## config.mk

```make
export PLATFORM = sky130hd
export DESIGN_NAME = tnoc_vc_flit_buffer
export DESIGN_NICKNAME = d
export VERILOG_FILES = /design/src/rtl/tnoc_vc_flit_buffer.sv
export SDC_FILE = /design/constraint.sdc
export NUM_CORES = 1
export LEC_CHECK = 0
export ABC_AREA = 1
export CAP_MARGIN = 20
export CORE_MARGIN = 2
export CORE_UTILIZATION = 35
export CTS_CLUSTER_DIAMETER = 80
export DETAILED_ROUTE_END_ITERATION = 6
export PLACE_DENSITY_LB_ADDON = 0.2
export SLEW_MARGIN = 20
export SYNTH_ARGS = -nofsm -noshare
export SYNTH_HDL_FRONTEND = slang
export SYNTH_SLANG_ARGS = --single-unit
```

## constraint.sdc

```tcl
create_clock -name i_clk -period 6.1 [get_ports i_clk]
set_clock_uncertainty 0.05 [all_clocks]
set_input_delay 1.525 -clock i_clk [delete_from_list [all_inputs] [get_ports i_clk]]
set_output_delay 1.525 -clock i_clk [all_outputs]
set_load 0.1 [all_outputs]
```

## src/rtl/tnoc_vc_flit_buffer.sv

```systemverilog
// Per-VC flit FIFO with registered upstream availability flag.
// Optional build macro TNOC_VC_FLIT_BUFFER_BYPASS_EN enables an empty-buffer cut-through path.
module tnoc_vc_flit_buffer #(
  parameter int FLIT_WIDTH = 64,
  parameter int DEPTH      = 4,
  parameter int THRESHOLD  = 2
) (
  input  logic                       i_clk,
  input  logic                       i_rst_n,
  input  logic                       i_valid,
  output logic                       o_ready,
  input  logic [FLIT_WIDTH-1:0]      i_flit,
  output logic                       o_vc_available,
  output logic                       o_valid,
  input  logic                       i_ready,
  output logic [FLIT_WIDTH-1:0]      o_flit,
  output logic [$clog2(DEPTH):0]     o_count
);
  localparam int AW = $clog2(DEPTH);
  localparam int CW = AW + 1;
  localparam logic [CW-1:0] DEPTH_C = CW'(DEPTH);
  localparam logic [CW-1:0] THR_C   = CW'(THRESHOLD);

  logic [FLIT_WIDTH-1:0] mem [DEPTH];
  logic [AW-1:0]         wr_ptr, rd_ptr;
  logic [CW-1:0]         count, count_next, free_next;
  logic                  vc_available;
  logic                  empty, full, push, pop, pass;

  assign empty   = (count == '0);
  assign full    = (count == DEPTH_C);
  assign o_ready = !full;

`ifdef TNOC_VC_FLIT_BUFFER_BYPASS_EN
  // An empty buffer forwards the input directly; a consumed cut-through flit is never stored.
  assign o_valid = empty ? i_valid : 1'b1;
  assign o_flit  = empty ? i_flit  : mem[rd_ptr];
  assign pass    = empty && i_valid && i_ready;
`else
  assign o_valid = !empty;
  assign o_flit  = mem[rd_ptr];
  assign pass    = 1'b0;
`endif

  assign push = i_valid && !full && !pass;
  assign pop  = !empty && i_ready;

  always_comb begin
    count_next = count;
    case ({push, pop})
      2'b10:   count_next = count + 1'b1;
      2'b01:   count_next = count - 1'b1;
      default: count_next = count;
    endcase
  end

  assign free_next = DEPTH_C - count_next;

  always_ff @(posedge i_clk) begin
    if (push) mem[wr_ptr] <= i_flit;
  end

  always_ff @(posedge i_clk) begin
    if (!i_rst_n) begin
      wr_ptr       <= '0;
      rd_ptr       <= '0;
      count        <= '0;
      vc_available <= 1'b1;
    end else begin
      if (push) wr_ptr <= wr_ptr + 1'b1;
      if (pop)  rd_ptr <= rd_ptr + 1'b1;
      count        <= count_next;
      vc_available <= (free_next >= THR_C);
    end
  end

  assign o_vc_available = vc_available;
  assign o_count        = count;
endmodule

```

* Word level (Yosys, flattened, before mapping)
Memory sizes are Yosys's and may differ from the RTL's. A register that Yosys moved wholly into a read port is not among the register bits. Cells that the tools add are included.
Storage, ports and cells: memory bits (writable) 256, register bits 8, memories kept 1, output and inout port bits 70, bits of input ports 68, word-level logic and storage cells 24
Memories:
- mem | words 4, bits a word 64, read ports 1, clocked after Yosys merged registers in 1, wr ports 1, line 24 | logic [FLIT_WIDTH-1:0] mem [DEPTH];
Operators by class: muxes and demuxes 5, equality and inequality tests 3, order comparisons 1, $add $sub $neg 5, reduce and logical (&&, ||, !) cells 5
Operators with widths (count):
- $pmux W3 S2 | 1
- $add A2 B1 Y2 const B | 2
- $mux W2 | 2
- $add A3 B1 Y3 const B | 1
- $eq A3 B3 Y1 const B | 1
- $ge A3 B2 Y1 const B | 1
- $logic_not A3 Y1 | 1
- $sub A3 B1 Y3 const B | 1
- $sub A3 B3 Y3 const A | 1
- $eq A2 B1 Y1 const B | 1
- $eq A2 B2 Y1 const B | 1
- $logic_and A1 B1 Y1 | 2
- $logic_not A1 Y1 | 2
- $mux W1 | 2

* Longest topological paths before layout
depth in word-level cells 7, depth in mapped cells 13, depth with buffers taken out 13

* Worst setup path after synthesis
OpenSTA, ideal clock, no wires.
path type register -> register, start point register count[1] (netlist: o_count[1]), end point memory mem[0][0], enable pin, arrival time 5.073 ns, library setup time 0.486 ns, setup slack 0.490 ns, path buffers 0, data required time 5.564 ns, cell stages (with the launch flop) 5, cells stage by stage dfxtp_1 > inv_1 > nand3_1 > nand2_1 > nor2_1
On the way: longest elaborated chain between the ends 5
RTL lines:
- start: declaration | line 26 | logic [CW-1:0] count, count_next, free_next;
- start signal: assignment | line 72 | count <= count_next;
- $eq A3 B3 Y1 | line 31 | assign full = (count == DEPTH_C);
- $logic_not A1 Y1
- via o_ready | line 11 | output logic o_ready,
- $logic_and A1 B1 Y1 | line 45 | assign push = i_valid && !full && !pass;
- $mux W1 | line 60 | if (push) mem[wr_ptr] <= i_flit;
- $mux W1 (implied by the code) | line 60
- end: declaration | line 24
The timed path passes the listed nets, and every way through them passes these cells.

==> metrics.cfg <==
[routing]
dr.pass1.iters=4
ant_nets=0
routed_wl_mm=21.73
drtIter0Drc=488
drcViolationCount=0
routedWlPerCell_um=17.68
vias_per_cell=4.897
vias=6019

[sta]
setup_viol=0
tightest_slew_ns=1.041
fmax_mhz=188.9
max_slew_margin=0.3038
rsz0062_at_grt=false
hold_violations=0
fin_crit_sh=0.8680
report.final.slew_viol_count=0
fin_tns_setup_ns=0
finalCriticalPeriod_ns=5.295

[die]
rows=61
die_area_mm2=0.03005
initial_utilization=0.3583
core_area_mm2=0.02801
die_w_um=173.3
io_pins=138
die_h_um=173.3

[clocking]
cts_buffer_depth=3
clk_pin_slew_ns=0.06
h-tree-depth=1
clk_latency_ns=0.52
cts_root_buf=clkbuf_16
cts_resized=0
ctsHoldBuffers=0
cts_buffers=28
post-cts-setup-buffer-count=0
cts_sinks=266
cts_tree=built

[critical_path]
cp_max_fo=72
r2r_setup_slack_ns=3.37
rr_endpoint=o_vc_available
endpoint_kind=output pin
worstPathArrival_ns=3.72
crit_type=register to output pin
r2r_cells=11
r2r_start=o_count[1]
cp-start-kind=register
worstPathRequired_ns=4.53

[final_layout]
nets=905
nFillCells=2542
synthToLayoutAreaGrowth_pct=26.10
drive_gt1_frac=0.07168
fin_util=0.4519
antenna-diode-count=0

[global_routing]
grt_start_max_net_pins=75
antenna_found_initial=0
grt_usage=0.1424
grt_pass1_vias=5892
grt_pass1_wl_mm=33.71
grt.overflow.total=0

[pwr]
seqPwrFrac=0.336
ir_worst_vdd_v=0.0003718
p_int_mw=3.754
leakagePower_nw=4.203
powerDensity_mw_per_mm2=534.2
switching_share=0.4447
power_frac_clock=0.239
p_switching_mw=3.007
power_mw=6.761
share_comb_of_total_power=0.425

[hold_path]
hp-class=register to register
holdPathEnd=rd_ptr[0]
hold_path_depth=2
hold_start=rd_ptr[0]

[logic_synthesis]
ys_types=22
ys_ff_latch=266
mappedNetlistArea_mm2=0.01004
synth_seq_area_share=0.7858
synth_cells=692
synth_nets=768
syn_avg_cell_area_um2=14.50
synth_warnings=0

[placement]
dp_hpwl_mm=11.74
io_buffers=137
gp_congestion=0.6778

[job]
max_cap_violations=0

[run_status]
outcome=finished clean

-- layer usage --
metal	global-route usage	part of all wire	up-vias
li1	-	-	2865
met1	0.2011	0.48	2980
met2	0.2283	0.45	145
met3	0.02522	0.051	29
met4	0.03672	0.017	0
met5	0	0	-
-- cells in the mapped netlist --
library cell    n  area (um^2)
dfxtp_1        10        200.2
o21ai_1        56        280.3
inv_2           1        3.750
fa_1            1        20.02
clkinv_1        1        3.750
o21ai_0        76        380.4
clkbuf_2        3        15.01
ha_1            7        87.58
buf_2           1        5.000
nand3_1         6        30.03
buf_6          13        146.4
nor3b_1         1        7.510
clkbuf_1       18        67.56
inv_1          19        71.32
a21oi_1         3        15.01
nand4_1         1        6.260
xor2_1          1        8.760
nand2_1        10        37.54
o22ai_1        64        400.4
edfxtp_1      256         7687
nor2_1        138        518.0
buf_4           6        45.04
-- layout by cell type (no fill, tap or decap) --
cell type        synthesis  final
edfxtp_1               256    256
clkdlybuf4s50_1          0    137
nor2_1                 138    134
o21ai_0                 76     76
o22ai_1                 64     64
o21ai_1                 56     56
clkbuf_16                0     29
inv_1                   19     19
nand2_1                 10     10
clkinv_2                 0      9
dfxtp_1                 10      8
ha_1                     7      7
buf_4                    6      7
nand3_1                  6      6
clkbuf_1                18      5
clkinv_1                 1      5
nor2_4                   0      4
buf_12                   0      4
a21oi_1                  3      3
bufinv_16                0      2
inv_4                    0      1
inv_2                    1      1
xor2_1                   1      1
nand4_1                  1      1
nor3b_1                  1      1
fa_1                     1      1
dfxtp_4                  0      1
dfxtp_2                  0      1
clkinv_4                 0      1
clkinvlp_4               0      1
-- kinds of logic after synthesis --
| family | count (synthesis) | share of synthesized area |
|---|---|---|
| xor gates and xnor gates | 1 | 0.0008728 |
| AOI/OAI and AO/OA | 199 | 0.1072 |
| DFF | 266 | 0.7858 |
| adders and majority gates | 8 | 0.01072 |
| and+or+nand+nor | 156 | 0.05971 |
| buffers and inverters | 62 | 0.03565 |
-- power groups by stage --
stage / clock network, mW / registers (mW) / logic (mW)
final: 1.61 / 2.27 / 2.88
after detailed placement: 0 / 2.31 / 2.90
after floorplan: 0 / 2.35 / 2.20
after CTS: 1.66 / 2.27 / 2.90
after global placement: 0 / 2.31 / 2.89
after global routing: 1.72 / 2.29 / 3.02
-- area by class of cell --
| class | instances | area [um^2] | share of cell area |
|---|---|---|---|
| inverters | 21 | 81.33 | 0.006425 |
| multi-input cells | 364 | 1822 | 0.1439 |
| well taps | 378 | 473.0 | 0.03737 |
| clock inverters | 18 | 140.1 | 0.01107 |
| flip-flops and latches | 266 | 7893 | 0.6236 |
| repair buffers | 148 | 1504 | 0.1188 |
| clock buffers | 34 | 744.5 | 0.05882 |
-- sequential cells by signal, summed over array words and instances, names as in the netlist, named ones only --
name,flops
mem,256
o_count,3
rd_ptr,2
wr_ptr,2
o_vc_available,1
-- per-stage QoR --
| stage | area [um^2] | std cells | hold WS, ns | setup WS (ns) |
|---|---|---|---|---|
| global route | 12660 | 1229 | 0.4822 | 0.5968 |
| floorplan | 10040 | 692 | 0.4005 | 0.4901 |
| global placement | 11770 | 1177 | 0.4212 | 1.345 |
| CTS | 12660 | 1229 | 0.4446 | 0.7535 |
| detailed placement | 11770 | 1177 | 0.4306 | 1.332 |
| finish | 12660 | 1229 | 0.4390 | 0.8053 |
-- worst max path at each step --
stage	cells past startpoint	from	endpoint	slack [ns]
after global routing	4	register	o_flit[43]	0.60
final	4	register	o_flit[43]	0.81
after floorplan	4	o_count[1]	mem[0][0]	0.49
after detailed placement	4	register	o_flit[43]	1.33
after CTS	4	register	o_flit[43]	0.75
after global placement	4	register	o_flit[43]	1.35
-- critical path: stages, from the launching register on --
cell,delay [ns]
dfxtp_4,0.72
buf_4,0.68
o21ai_0,0.21
o22ai_1,0.33
clkdlybuf4s50_1,1.20
Power figures use the tool's default switching activity.
